File: config.mk
export PLATFORM = sky130hd
export DESIGN_NAME = kbd_ascii_fifo
export DESIGN_NICKNAME = d
export VERILOG_FILES = /design/src/rtl/kbd_ascii_fifo.sv
export SDC_FILE = /design/constraint.sdc
export NUM_CORES = 1
export LEC_CHECK = 0
export ABC_AREA = 1
export BUFFER_PORTS_ARGS = -buffer_cell sky130_fd_sc_hd__buf_2
export CAP_MARGIN = 20
export CORE_MARGIN = 2
export CORE_UTILIZATION = 40
export DETAILED_ROUTE_END_ITERATION = 8
export PLACE_DENSITY = 0.7
export REMOVE_ABC_BUFFERS = 1
export SLEW_MARGIN = 5
export SYNTH_ARGS = -nofsm -noshare
export SYNTH_HDL_FRONTEND = slang
export SYNTH_SLANG_ARGS = --single-unit
File: constraint.sdc
create_clock -name clk -period 3.5 [get_ports clk]
set_input_delay 1.05 -clock clk [delete_from_list [all_inputs] [get_ports clk]]
set_output_delay 1.05 -clock clk [all_outputs]
set_load 0.01 [all_outputs]
File: src/rtl/kbd_ascii_fifo.sv
// Keyboard event decoder: turns set-2 make/break codes into ASCII, tracks modifier state,
// and buffers characters in a show-ahead FIFO for the CPU keyboard port.
`timescale 1ns/1ps
module kbd_ascii_fifo #(
  parameter int DEPTH = 16
) (
  input  logic       clk,
  input  logic       rst,
  input  logic [7:0] key_code,
  input  logic       key_down,
  input  logic       rd_en,
  output logic [7:0] rd_data,
  output logic       empty,
  output logic       full,
  output logic       overflow,
  output logic       caps_lock,
  output logic       shift_held,
  output logic       ctrl_held
);

  localparam int AW = $clog2(DEPTH);
  localparam int CW = AW + 1;
  localparam logic [CW-1:0] FULL_COUNT = CW'(DEPTH);

  localparam logic [7:0] KC_LSHIFT = 8'h12;
  localparam logic [7:0] KC_RSHIFT = 8'h59;
  localparam logic [7:0] KC_CTRL   = 8'h14;
  localparam logic [7:0] KC_CAPS   = 8'h58;

  logic [7:0]    prev_code_q;
  logic          prev_down_q;
  logic          shift_q, shift_d;
  logic          ctrl_q, ctrl_d;
  logic          caps_q, caps_d;
  logic          overflow_q, overflow_d;
  logic [AW-1:0] rd_ptr_q, rd_ptr_d;
  logic [AW-1:0] wr_ptr_q, wr_ptr_d;
  logic [CW-1:0] count_q, count_d;
  logic [7:0]    mem_q [DEPTH];

  logic       key_event, press_ev, release_ev, is_shift_key;
  logic       map_valid, is_letter;
  logic [7:0] lower_ch, base_ch, shifted_ch, upper_ch, map_char;
  logic       push_req, push, pop;

  // The break prefix arrives as {00,x}; a zero code is never treated as a key.
  assign key_event    = (key_code != 8'h00) && ({key_code, key_down} != {prev_code_q, prev_down_q});
  assign press_ev     = key_event && key_down;
  assign release_ev   = key_event && !key_down;
  assign is_shift_key = (key_code == KC_LSHIFT) || (key_code == KC_RSHIFT);

  // NOTE: every signal driven here gets a default first, so no path leaves it unassigned (no latch).
  always_comb begin
    map_valid  = 1'b1;
    is_letter  = 1'b0;
    lower_ch   = 8'h00;
    base_ch    = 8'h00;
    shifted_ch = 8'h00;
    unique case (key_code)
      8'h1C: begin is_letter = 1'b1; lower_ch = "a"; end
      8'h32: begin is_letter = 1'b1; lower_ch = "b"; end
      8'h21: begin is_letter = 1'b1; lower_ch = "c"; end
      8'h23: begin is_letter = 1'b1; lower_ch = "d"; end
      8'h24: begin is_letter = 1'b1; lower_ch = "e"; end
      8'h2B: begin is_letter = 1'b1; lower_ch = "f"; end
      8'h34: begin is_letter = 1'b1; lower_ch = "g"; end
      8'h33: begin is_letter = 1'b1; lower_ch = "h"; end
      8'h43: begin is_letter = 1'b1; lower_ch = "i"; end
      8'h3B: begin is_letter = 1'b1; lower_ch = "j"; end
      8'h42: begin is_letter = 1'b1; lower_ch = "k"; end
      8'h4B: begin is_letter = 1'b1; lower_ch = "l"; end
      8'h3A: begin is_letter = 1'b1; lower_ch = "m"; end
      8'h31: begin is_letter = 1'b1; lower_ch = "n"; end
      8'h44: begin is_letter = 1'b1; lower_ch = "o"; end
      8'h4D: begin is_letter = 1'b1; lower_ch = "p"; end
      8'h15: begin is_letter = 1'b1; lower_ch = "q"; end
      8'h2D: begin is_letter = 1'b1; lower_ch = "r"; end
      8'h1B: begin is_letter = 1'b1; lower_ch = "s"; end
      8'h2C: begin is_letter = 1'b1; lower_ch = "t"; end
      8'h3C: begin is_letter = 1'b1; lower_ch = "u"; end
      8'h2A: begin is_letter = 1'b1; lower_ch = "v"; end
      8'h1D: begin is_letter = 1'b1; lower_ch = "w"; end
      8'h22: begin is_letter = 1'b1; lower_ch = "x"; end
      8'h35: begin is_letter = 1'b1; lower_ch = "y"; end
      8'h1A: begin is_letter = 1'b1; lower_ch = "z"; end
      8'h45: begin base_ch = 8'h30; shifted_ch = 8'h29; end
      8'h16: begin base_ch = 8'h31; shifted_ch = 8'h21; end
      8'h1E: begin base_ch = 8'h32; shifted_ch = 8'h40; end
      8'h26: begin base_ch = 8'h33; shifted_ch = 8'h23; end
      8'h25: begin base_ch = 8'h34; shifted_ch = 8'h24; end
      8'h2E: begin base_ch = 8'h35; shifted_ch = 8'h25; end
      8'h36: begin base_ch = 8'h36; shifted_ch = 8'h5E; end
      8'h3D: begin base_ch = 8'h37; shifted_ch = 8'h26; end
      8'h3E: begin base_ch = 8'h38; shifted_ch = 8'h2A; end
      8'h46: begin base_ch = 8'h39; shifted_ch = 8'h28; end
      8'h4E: begin base_ch = 8'h2D; shifted_ch = 8'h5F; end
      8'h55: begin base_ch = 8'h3D; shifted_ch = 8'h2B; end
      8'h54: begin base_ch = 8'h5B; shifted_ch = 8'h7B; end
      8'h5B: begin base_ch = 8'h5D; shifted_ch = 8'h7D; end
      8'h4C: begin base_ch = 8'h3B; shifted_ch = 8'h3A; end
      8'h52: begin base_ch = 8'h27; shifted_ch = 8'h22; end
      8'h41: begin base_ch = 8'h2C; shifted_ch = 8'h3C; end
      8'h49: begin base_ch = 8'h2E; shifted_ch = 8'h3E; end
      8'h4A: begin base_ch = 8'h2F; shifted_ch = 8'h3F; end
      8'h0E: begin base_ch = 8'h60; shifted_ch = 8'h7E; end
      8'h29: begin base_ch = 8'h20; shifted_ch = 8'h20; end
      8'h5A: begin base_ch = 8'h0A; shifted_ch = 8'h0A; end
      8'h66: begin base_ch = 8'h08; shifted_ch = 8'h08; end
      8'h0D: begin base_ch = 8'h09; shifted_ch = 8'h09; end
      default: map_valid = 1'b0;
    endcase
  end

  // Mapping uses the modifier state registered before this edge.
  assign upper_ch = lower_ch & 8'hDF;
  always_comb begin
    map_char = shift_q ? shifted_ch : base_ch;
    if (is_letter) begin
      if (ctrl_q)                map_char = upper_ch & 8'h1F;
      else if (shift_q ^ caps_q) map_char = upper_ch;
      else                       map_char = lower_ch;
    end
  end

  always_comb begin
    shift_d = shift_q;
    ctrl_d  = ctrl_q;
    caps_d  = caps_q;
    if (is_shift_key && press_ev)        shift_d = 1'b1;
    if (is_shift_key && release_ev)      shift_d = 1'b0;
    if (key_code == KC_CTRL && press_ev)   ctrl_d = 1'b1;
    if (key_code == KC_CTRL && release_ev) ctrl_d = 1'b0;
    if (key_code == KC_CAPS && press_ev)   caps_d = !caps_q;
  end

  // A full FIFO still accepts a push when the same edge pops the head.
  assign pop      = rd_en && (count_q != '0);
  assign push_req = press_ev && map_valid;
  assign push     = push_req && ((count_q != FULL_COUNT) || pop);

  always_comb begin
    rd_ptr_d   = pop  ? rd_ptr_q + 1'b1 : rd_ptr_q;
    wr_ptr_d   = push ? wr_ptr_q + 1'b1 : wr_ptr_q;
    overflow_d = overflow_q || (push_req && !push);
    count_d    = count_q;
    if (push && !pop)      count_d = count_q + 1'b1;
    else if (pop && !push) count_d = count_q - 1'b1;
  end

  // NOTE: state registers use non-blocking assignments so every flop samples pre-edge values.
  always_ff @(posedge clk) begin
    if (rst) begin
      prev_code_q <= 8'h00;
      prev_down_q <= 1'b0;
      shift_q     <= 1'b0;
      ctrl_q      <= 1'b0;
      caps_q      <= 1'b0;
      overflow_q  <= 1'b0;
      rd_ptr_q    <= '0;
      wr_ptr_q    <= '0;
      count_q     <= '0;
    end else begin
      prev_code_q <= key_code;
      prev_down_q <= key_down;
      shift_q     <= shift_d;
      ctrl_q      <= ctrl_d;
      caps_q      <= caps_d;
      overflow_q  <= overflow_d;
      rd_ptr_q    <= rd_ptr_d;
      wr_ptr_q    <= wr_ptr_d;
      count_q     <= count_d;
    end
  end

  // NOTE: storage is not reset; count gates every read, so stale entries are never visible.
  always_ff @(posedge clk) begin
    if (push) mem_q[wr_ptr_q] <= map_char;
  end

  assign rd_data    = (count_q == '0) ? 8'h00 : mem_q[rd_ptr_q];
  assign empty      = (count_q == '0);
  assign full       = (count_q == FULL_COUNT);
  assign overflow   = overflow_q;
  assign caps_lock  = caps_q;
  assign shift_held = shift_q;
  assign ctrl_held  = ctrl_q;

endmodule

# After elaboration in Yosys (flattened, before gate mapping)
# Memories as Yosys holds them, arrays and structs flattened. A register that Yosys moved wholly into a read port is not among the register bits.
# Cells that the tools add are included.
word_totals:
  ff_bits: 26
  mem_bits_rw: 128
  elab_cells: 117
  n_memories: 1
mem_list:
  columns: ["name", "words", "word_bits", "read_ports", "rd_ports_with_merged_regs", "wr", "line", "rtl"]
  rows:
  - ["mem_q", 16, 8, 1, 1, 1, "39", "logic [7:0] mem_q [DEPTH];"]
classes:
  add_sub_neg: 4
  n_eq_ne: 57
  n_mux: 16
  n_bitwise: 1
  n_reduce_logical: 29
op_table:
  columns: ["operator", "n"]
  rows:
  - ["$pmux 7 s24", 2]
  - ["$eq 8x6->1 const B", 23]
  - ["$pmux 7 s26", 1]
  - ["$eq 8x7->1 const B", 20]
  - ["$eq 8x5->1 const B", 9]
  - ["$reduce_or 50->1", 1]
  - ["$reduce_or 26->1", 1]
  - ["$mux 8", 3]
  - ["$eq 8x4->1 const B", 2]
  - ["$logic_and 1x1->1", 14]
  - ["$mux 5", 2]
  - ["$ne 9x9->1", 1]
  - ["$add 4x1->4 const B", 2]
  - ["$mux 4", 2]
  - ["$reduce_bool 8->1", 1]
  - ["$mux 7", 1]
  - ["$mux 6", 1]
  - ["$add 5x1->5 const B", 1]
  - ["$eq 5x5->1 const B", 1]
  - ["$logic_not 5->1", 1]
  - ["$ne 5x5->1 const B", 1]
  - ["$reduce_bool 5->1", 1]
  - ["$sub 5x1->5 const B", 1]
  - ["$logic_not 1->1", 4]
  - ["other kinds (5)", 11]

# Depth between registers and ports, before layout
# Gate-level depths: netlist of the first run.
logic_depth:
  depth_word: 9
  depth_mapped: 22

# Worst setup path after synthesis of the first run
# No wires, ideal clock.
synth_timing:
  path_kind: "input -> register"
  start: "input port key_code[6]"
  end: "register count_q[4]"
  arrival_time_ns: 3.470
  path_slack_ns: -0.086
  stages: 22
  path_buffers: 1
  path_cell_list: "inv_1 -> nand2_2 -> nor2_1 -> buf_6 -> nand2_1 -> nand3_1 -> nor2_1 -> nand2_1 -> nor2_2 -> nand3_2 -> nand3_4 -> inv_6 -> ha_1 -> inv_1 -> ha_1 -> nand2_1 -> nor2_1 -> a211oi_1 -> o21ai_0 -> a21oi_1 -> nand2_1 -> nor3b_1"
synth_via:
  elab_chain_cells: 8
synth_rtl:
  columns: ["element", "line", "rtl"]
  rows:
  - ["from (decl)", "9", "input logic [7:0] key_code,"]
  - ["$eq 8x4->1 (tied with other cells)", "59", "unique case (key_code)"]
  - ["$reduce_or 50->1 (no source line) / $logic_and 1x1->1 (equally long branches)", null, null]
  - ["$mux 1 / $logic_and 1x1->1 (equally long branches)", "59, 48", null]
  - ["$logic_and 1x1->1 *", "138", "assign push_req = press_ev && map_valid;"]
  - ["$logic_and 1x1->1 *", "139", "assign push = push_req && ((count_q != FULL_COUNT) || pop);"]
  - ["named net push", "44", "logic push_req, push, pop;"]
  - ["$logic_not 1->1", "147", "else if (pop && !push) count_d = count_q - 1'b1;"]
  - ["$logic_and 1x1->1", "147", null]
  - ["$reduce_bool 2->1 (no source line)", null, null]
  - ["to (signal assigned)", "171", "count_q <= count_d;"]
  - ["to (decl)", "38", "logic [CW-1:0] count_q, count_d;"]
# Mark *: on every way through the listed nets, which the timed path passes. The rest lies on a longest branch.
# A chain may end at the register's enable or synchronous reset.

# Worst setup path after layout of the first run
layout_timing:
  start: "input port key_code[3]"
  end: "register count_q[4]"
# Same word-level chain as after synthesis.

==> impl_metrics.ini, run 1 <==
[power]
peakVddDrop_v = 0.0005048
p_comb_frac = 0.273
powerDensity_mw_per_mm2 = 578.6
p_int_mw = 3.414
clkPwrFrac = 0.334
p_seq_frac = 0.393
leakage_nw = 3.651
swShare = 0.3170
p_sw_mw = 1.584

[detailed_routing]
antenna_left = 0
drc = 0
route.final.wire_length_um = 16960
vias = 5611
dr.max_layer_used = met4
wl_met2_um = 8320
dr.first_iter.drc_count = 505
dr_wl_met3_um = 1059
routedLengthMet1_um = 7317
vias_per_cell = 5.143
post_drt_wl_per_cell_um = 15.55
first_pass_iters = 5

[clock_tree]
clk_path_buf_depth = 2
cts_tree = built
cts_max_level = 4
root_buffer = clkbuf_16
cts_sinks = 142
clk_latency_ns = 0.42
clkTransAtPathRegs_ns = 0.06
numCtsBuffers = 17

[synth]
synth_area_per_cell_um2 = 9.423
synth_edf_count = 112
ys_seq_area_frac = 0.5834
synth_area_mm2 = 0.006794
synth_xor_area_frac = 0.01805
muxShareOfSynthArea = 0
synth_top_area_cell = edfxtp_1
yosys.area_share.simple = 0.2238
synth_compound_area_frac = 0.1070
synth_fa_ha_area_frac = 0.01952
synthTopCellsByArea = edfxtp_1 (50%), dfxtp_1 (8.8%), nor2_1 (7.7%)
netlist_top_cells_count = nor2_1 (139), nand2_1 (132), edfxtp_1 (112)
async_flop_share = 0
ys_ff_latch = 142
synth_top_area_share = 0.4950
synthDistinctLibCells = 34
synth-warning-count = 0
postSynthCellCount = 721
synth_ff_type = edfxtp_1
synth_top_family_by_area = simple AND/OR/NAND/NOR gates
synth_most_common_cell = nor2_1

[critical_path]
critPathTopFamily = simple AND/OR/NAND/NOR gates
cp-start-kind = input pin
path_max_fanout = 3
slowest_stage = fa_1
path_class = input pin to flop
crit_chain = buf_2, inv_2, buf_4, nand2_1, nor2_1, nand2_1, nand2_1, nor2_2, nand2_1, nor2_2, nand3_2, nand3_4, inv_6, ha_1, buf_4, fa_1, nor2_2, a211oi_2, buf_4, a21oi_2, nand2_1, nor3b_1
cp_num_buf_inv = 6
end_kind = flop
crit_required_ns = 3.80
arrival_ns = 3.75
path_common_cell = nand2_1
crit_path_max_incr_delay_ns = 0.41

[global_routing]
antenna_found_initial = 0
grt_overflow_total = 0
track_usage = 0.1959
grt_pass1_vias = 5418
grt_max_degree = 57
grt_pass1_wl_um = 27210

[sta]
fmax_mhz = 289.6
hold_ws_ns = 0.4496
rsz0062_at_grt = true
fin_crit_sh = 0.9867
setup_violations = 0
layout_min_cycle_time_ns = 3.453
final-max-slew-violation-count = 0
worstMarginPinSlew_ns = 0.5223
relSlewSlack = 0.6486
finalClockSkew_ns = 0.007710
hold_viol = 0

[cells_and_area]
diodes = 0
drive_gt1_frac = 0.2526
final_nets = 880
syn2layout_area_growth_pct = 27.15
fin_util = 0.5209

[worst_hold_path]
hold_class = flop to flop

[flow_run]
maxCapViolations = 0

[die]
initial_core_util = 0.4097
pin_count = 26
die_h_um = 134.3
placementRows = 47
coreArea_mm2 = 0.01658
design.die.area_mm2 = 0.01804
fp.dieW_um = 134.3

[status]
status = finished clean

[placement]
port-buffer-count = 24
hpwl_um = 11590
gp_congestion = 0.9067
path summary, 6_finish.rpt:
path / from / endpoint / slack, ns / depth (start not counted)
max: key_code[3] / count_q[4] / 0.05 / 22
min: overflow / overflow / 0.45 / 2
max reg2reg: count_q[0] / count_q[4] / 0.83 / 15
min reg2reg: overflow / overflow / 0.45 / 2
final cells by class:
| cell class | instances | area (um2) |
|---|---|---|
| multi-input cells | 502 | 2581 |
| flip-flops and latches | 142 | 3965 |
| inverters | 51 | 196.4 |
| clock buffers | 22 | 444.2 |
| fillers | 1510 | 7945 |
| repair buffers | 144 | 1071 |
| well taps | 220 | 275.3 |
| clock inverters | 10 | 105.1 |
sequential cells by signal, summed over array words and instances (netlist names), 4 cells and up, named ones only:
name,flops
mem_q,112
prev_code_q,8
count_q,5
rd_ptr_q,4
wr_ptr_q,4
tightest hold or removal path: cells and delay by family, from the launching register on:
| kind | cells | cell delay, ns |
|---|---|---|
| DFF | 1 | 0.31 |
| AOI/OAI and AO/OA | 1 | 0.05 |
| buffers and inverters | 1 | 0.04 |
layout by cell type (no fill, tap or decap), types with 6 or more instances in the layout:
cell type	instances
a21oi_1	18
buf_2	24
buf_4	116
clkbuf_16	17
dfxtp_1	29
edfxtp_1	112
ha_1	9
inv_1	44
inv_2	6
nand2_1	128
nand2_2	7
nand3_1	26
nand4_1	17
nor2_1	131
nor2_2	18
nor4_1	7
o21ai_0	71
o221ai_1	20
o22ai_1	9
xnor2_1	10
metal layers:
| layer | GRT usage | vias up |
|---|---|---|
| met5 | 0 | - |
| met2 | 0.3262 | 181 |
| met3 | 0.04875 | 23 |
| met4 | 0.06082 | 0 |
| met1 | 0.2521 | 2634 |
| li1 | - | 2773 |
power groups by stage:
stage	logic [mW]	registers [mW]	clock network (mW)
after CTS	1.32	1.96	1.70
after global placement	1.28	2.00	0
final	1.37	1.96	1.67
after detailed placement	1.31	2.00	0
after floorplan	0.727	2.01	0
after global routing	1.51	1.97	1.78
cell families (layout without fill, tap and decap cells):
family / after synthesis / count (layout)
simple gates: 351 / 352
flops: 142 / 142
compound gates: 125 / 125
buf+inv: 78 / 227
xor+xnor: 14 / 14
fa+ha+maj: 10 / 10
other cells: 1 / 1
what timing repair did:
| action | in CTS | in global routing |
|---|---|---|
| hold buffers | 0 | 0 |
| cloned | 0 | 1 |
| hold endpoints to repair | 0 | 0 |
| endpoints found under the setup margin | 2 | 8 |
| pin swaps | 0 | 3 |
| resized for setup | 3 | 19 |
| setup buffers | 0 | 1 |
metrics by stage:
step                instances  worst slack (ns)  area [um2]  TNS (ns)  total power [mW]
floorplan                 694           -0.2744        6666   -0.9401             2.741
global placement         1057           -0.4930        7993    -1.072             3.275
detailed placement       1057           -0.5807        7993    -1.251             3.309
CTS                      1089          0.003527        8554         0             4.987
global route             1091           -0.1450        8638   -0.1483             5.262
finish                   1091           0.04666        8638         0             4.998
No activity file was read; power rests on OpenSTA's default activity.
==> run 2: changes to the inputs <==
==> constraint.sdc (replaced) <==
create_clock -name clk -period 3.5 [get_ports clk]
set_input_delay 1.05 -clock clk [delete_from_list [all_inputs] [get_ports clk]]
set_output_delay 1.05 -clock clk [all_outputs]
set_load 0.02 [all_outputs]
==> run 2 against run 1 <==
  * Power grew 1.9%
  * Clock power about the same
  * Sequential share of layout area is 0.32 points lower
  * Highest routed layer unchanged
  * Largest power group unchanged
  * First-iteration DRC count is 3.8% higher
  * Cell count up 0.18%
  * Fmax rose by 2.7%
  * Wire length rose by 1.3%
  * Critical endpoint unchanged
  * Non-clock buffer count up 2
  * Global-route usage is the same
  * Die area is the same
==> impl_metrics.ini, run 2 (same netlist as run 1, synthesis figures left out) <==
[critical_path]
slowest_stage = fa_2
end_kind = flop
crit_required_ns = 3.84
worstReg2RegStart = count_q[0]
reg2regPathDepth = 15
critPathTopFamily = simple AND/OR/NAND/NOR gates
crit_start = key_code[3]
arrival_ns = 3.70
path_class = input pin to flop
reg2reg_to = count_q[4]
cp_num_cells = 22
crit_path_max_incr_delay_ns = 0.35
cp-start-kind = input pin
path_max_fanout = 3
endpoint = count_q[4]
path_common_cell = nor2_2
rrSetupSlack_ns = 0.92
cp_num_buf_inv = 6
crit_chain = buf_2, inv_2, buf_4, nand2_1, nor2_2, nand2_1, nand2_2, nor2_2, nand2_1, nor2_2, nand3_2, nand3_4, inv_6, ha_2, buf_4, fa_2, nor2_2, a211oi_2, buf_4, a21oi_2, nor2_1, nor3b_1

[cells_and_area]
multi_input_area_mm2 = 0.002624
diodes = 0
drive_gt1_frac = 0.2635
fin_area_mm2 = 0.008700
largest-register = mem_q
n_fill_cell = 1500
largest_reg_flops = 112
area.sequential_mm2 = 0.003965
syn2layout_area_growth_pct = 28.05
mostFrequentLayoutCell = nor2_1
mostFrequentLayoutCells = nor2_1 (129), nand2_1 (126), buf_4 (117), edfxtp_1 (112), o21ai_0 (71)
final_nets = 882
reg_top3 = mem_q x112, prev_code_q x8, count_q x5

[placement]
gp_congestion = 0.9067
port-buffer-count = 24
post_dp_cell_area_mm2 = 0.007993
hpwl_um = 11590

[worst_hold_path]
min-delay-start = overflow
hold_class = flop to flop

[clock_tree]
clkTransAtPathRegs_ns = 0.06
clk_latency_ns = 0.42
cts_max_level = 4
root_buffer = clkbuf_16
cts_tree = built
cts_sinks = 142
clk_path_buf_depth = 2
numCtsBuffers = 17

[sta]
fmax_mhz = 297.3
hold_ws_ns = 0.4497
setup_violations = 0
fin_crit_sh = 0.9611
layout_min_cycle_time_ns = 3.364
final-max-slew-violation-count = 0
finalClockSkew_ns = 0.008135
worstMarginPinSlew_ns = 0.5294
relSlewSlack = 0.6438
hold_viol = 0

[global_routing]
antenna_found_initial = 0
grt_overflow_total = 0
grt_pass1_wl_um = 27210
grt_pass1_vias = 5418
track_usage = 0.1959
grt_max_degree = 57

[die]
coreArea_mm2 = 0.01658
initial_core_util = 0.4097
die_h_um = 134.3
pin_count = 26
design.die.area_mm2 = 0.01804
placementRows = 47
fp.dieW_um = 134.3

[power]
powerDensity_mw_per_mm2 = 585.2
power.total_mw = 5.091
leakage_nw = 3.665
peakVddDrop_v = 0.0005036

[detailed_routing]
antenna_left = 0
vias_per_cell = 5.157
route.final.wire_length_um = 17190
post_drt_wl_per_cell_um = 15.73
drc = 0
vias = 5637
first_pass_iters = 7
dr.first_iter.drc_count = 524

[status]
status = finished clean

[flow_run]
maxCapViolations = 0
==> run 2: cell count changes in the layout (fill, tap and decap cells not counted), sizes merged <==
cell and change:
buf +2
==> run 2: cell type report <==
class                   count  area share
inverters                  51     0.02258
multi-input cells         502      0.3016
clock buffers              22     0.05106
flip-flops and latches    142      0.4558
repair buffers            146      0.1253
well taps                 220     0.03164
clock inverters            10     0.01208
==> run 2: worst min-delay path by stage <==
stage / end / slack, ns / cells past startpoint
floorplan: count_q[0] / 0.42 / 1
global placement: overflow / 0.43 / 2
detailed placement: count_q[0] / 0.44 / 1
CTS: count_q[0] / 0.45 / 1
global route: overflow / 0.49 / 2
finish: overflow / 0.45 / 2
==> run 2: report_power, final <==
group | total, mW | switching [mW] | internal [mW] | leakage (nW)
clock | 1.67 | 0.679 | 0.988 | 0.262
sequential | 1.97 | 0.0696 | 1.90 | 1.28
combinational | 1.46 | 0.911 | 0.547 | 2.12
total | 5.09 | 1.66 | 3.43 | 3.67
==> run 2: per-stage QoR <==
| stage | util | setup TNS [ns] | setup WS [ns] | std cells |
|---|---|---|---|---|
| after floorplan | - | -1.298 | -0.2744 | 694 |
| after global placement | 0.4820 | -1.072 | -0.4930 | 1057 |
| after detailed placement | 0.4820 | -1.251 | -0.5807 | 1057 |
| after CTS | 0.5159 | 0 | 0.003527 | 1089 |
| after global routing | 0.5246 | -0.03354 | -0.03354 | 1093 |
| final | 0.5246 | 0 | 0.1363 | 1093 |
==> run 2: what timing repair did <==
action / CTS / global route
setup buffers: 0 / 3
pin swaps: 0 / 8
endpoints found under the setup margin: 3 / 2
gates resized for setup: 4 / 30
hold buffers: 0 / 0
cloned: 0 / 1
==> run 2: metal layers <==
layer | up-vias | routed length, um | global-route usage
met5 | - | 0 | 0
met3 | 25 | 1042 | 0.04875
met2 | 185 | 8366 | 0.3262
met4 | 0 | 301 | 0.06082
li1 | 2773 | - | -
met1 | 2654 | 7480 | 0.2521
==> run 2: worst reg2reg max path, cell delays in order, from the launching register on <==
cell and delay, ns:
dfxtp_1 0.32, inv_1 0.14, nand4_1 0.16, nor3_1 0.24, inv_1 0.16, nand3_4 0.14, inv_6 0.03, ha_2 0.18
buf_4 0.14, fa_2 0.35, nor2_2 0.10, a211oi_2 0.05, buf_4 0.14, a21oi_2 0.14, nor2_1 0.05, nor3b_1 0.17
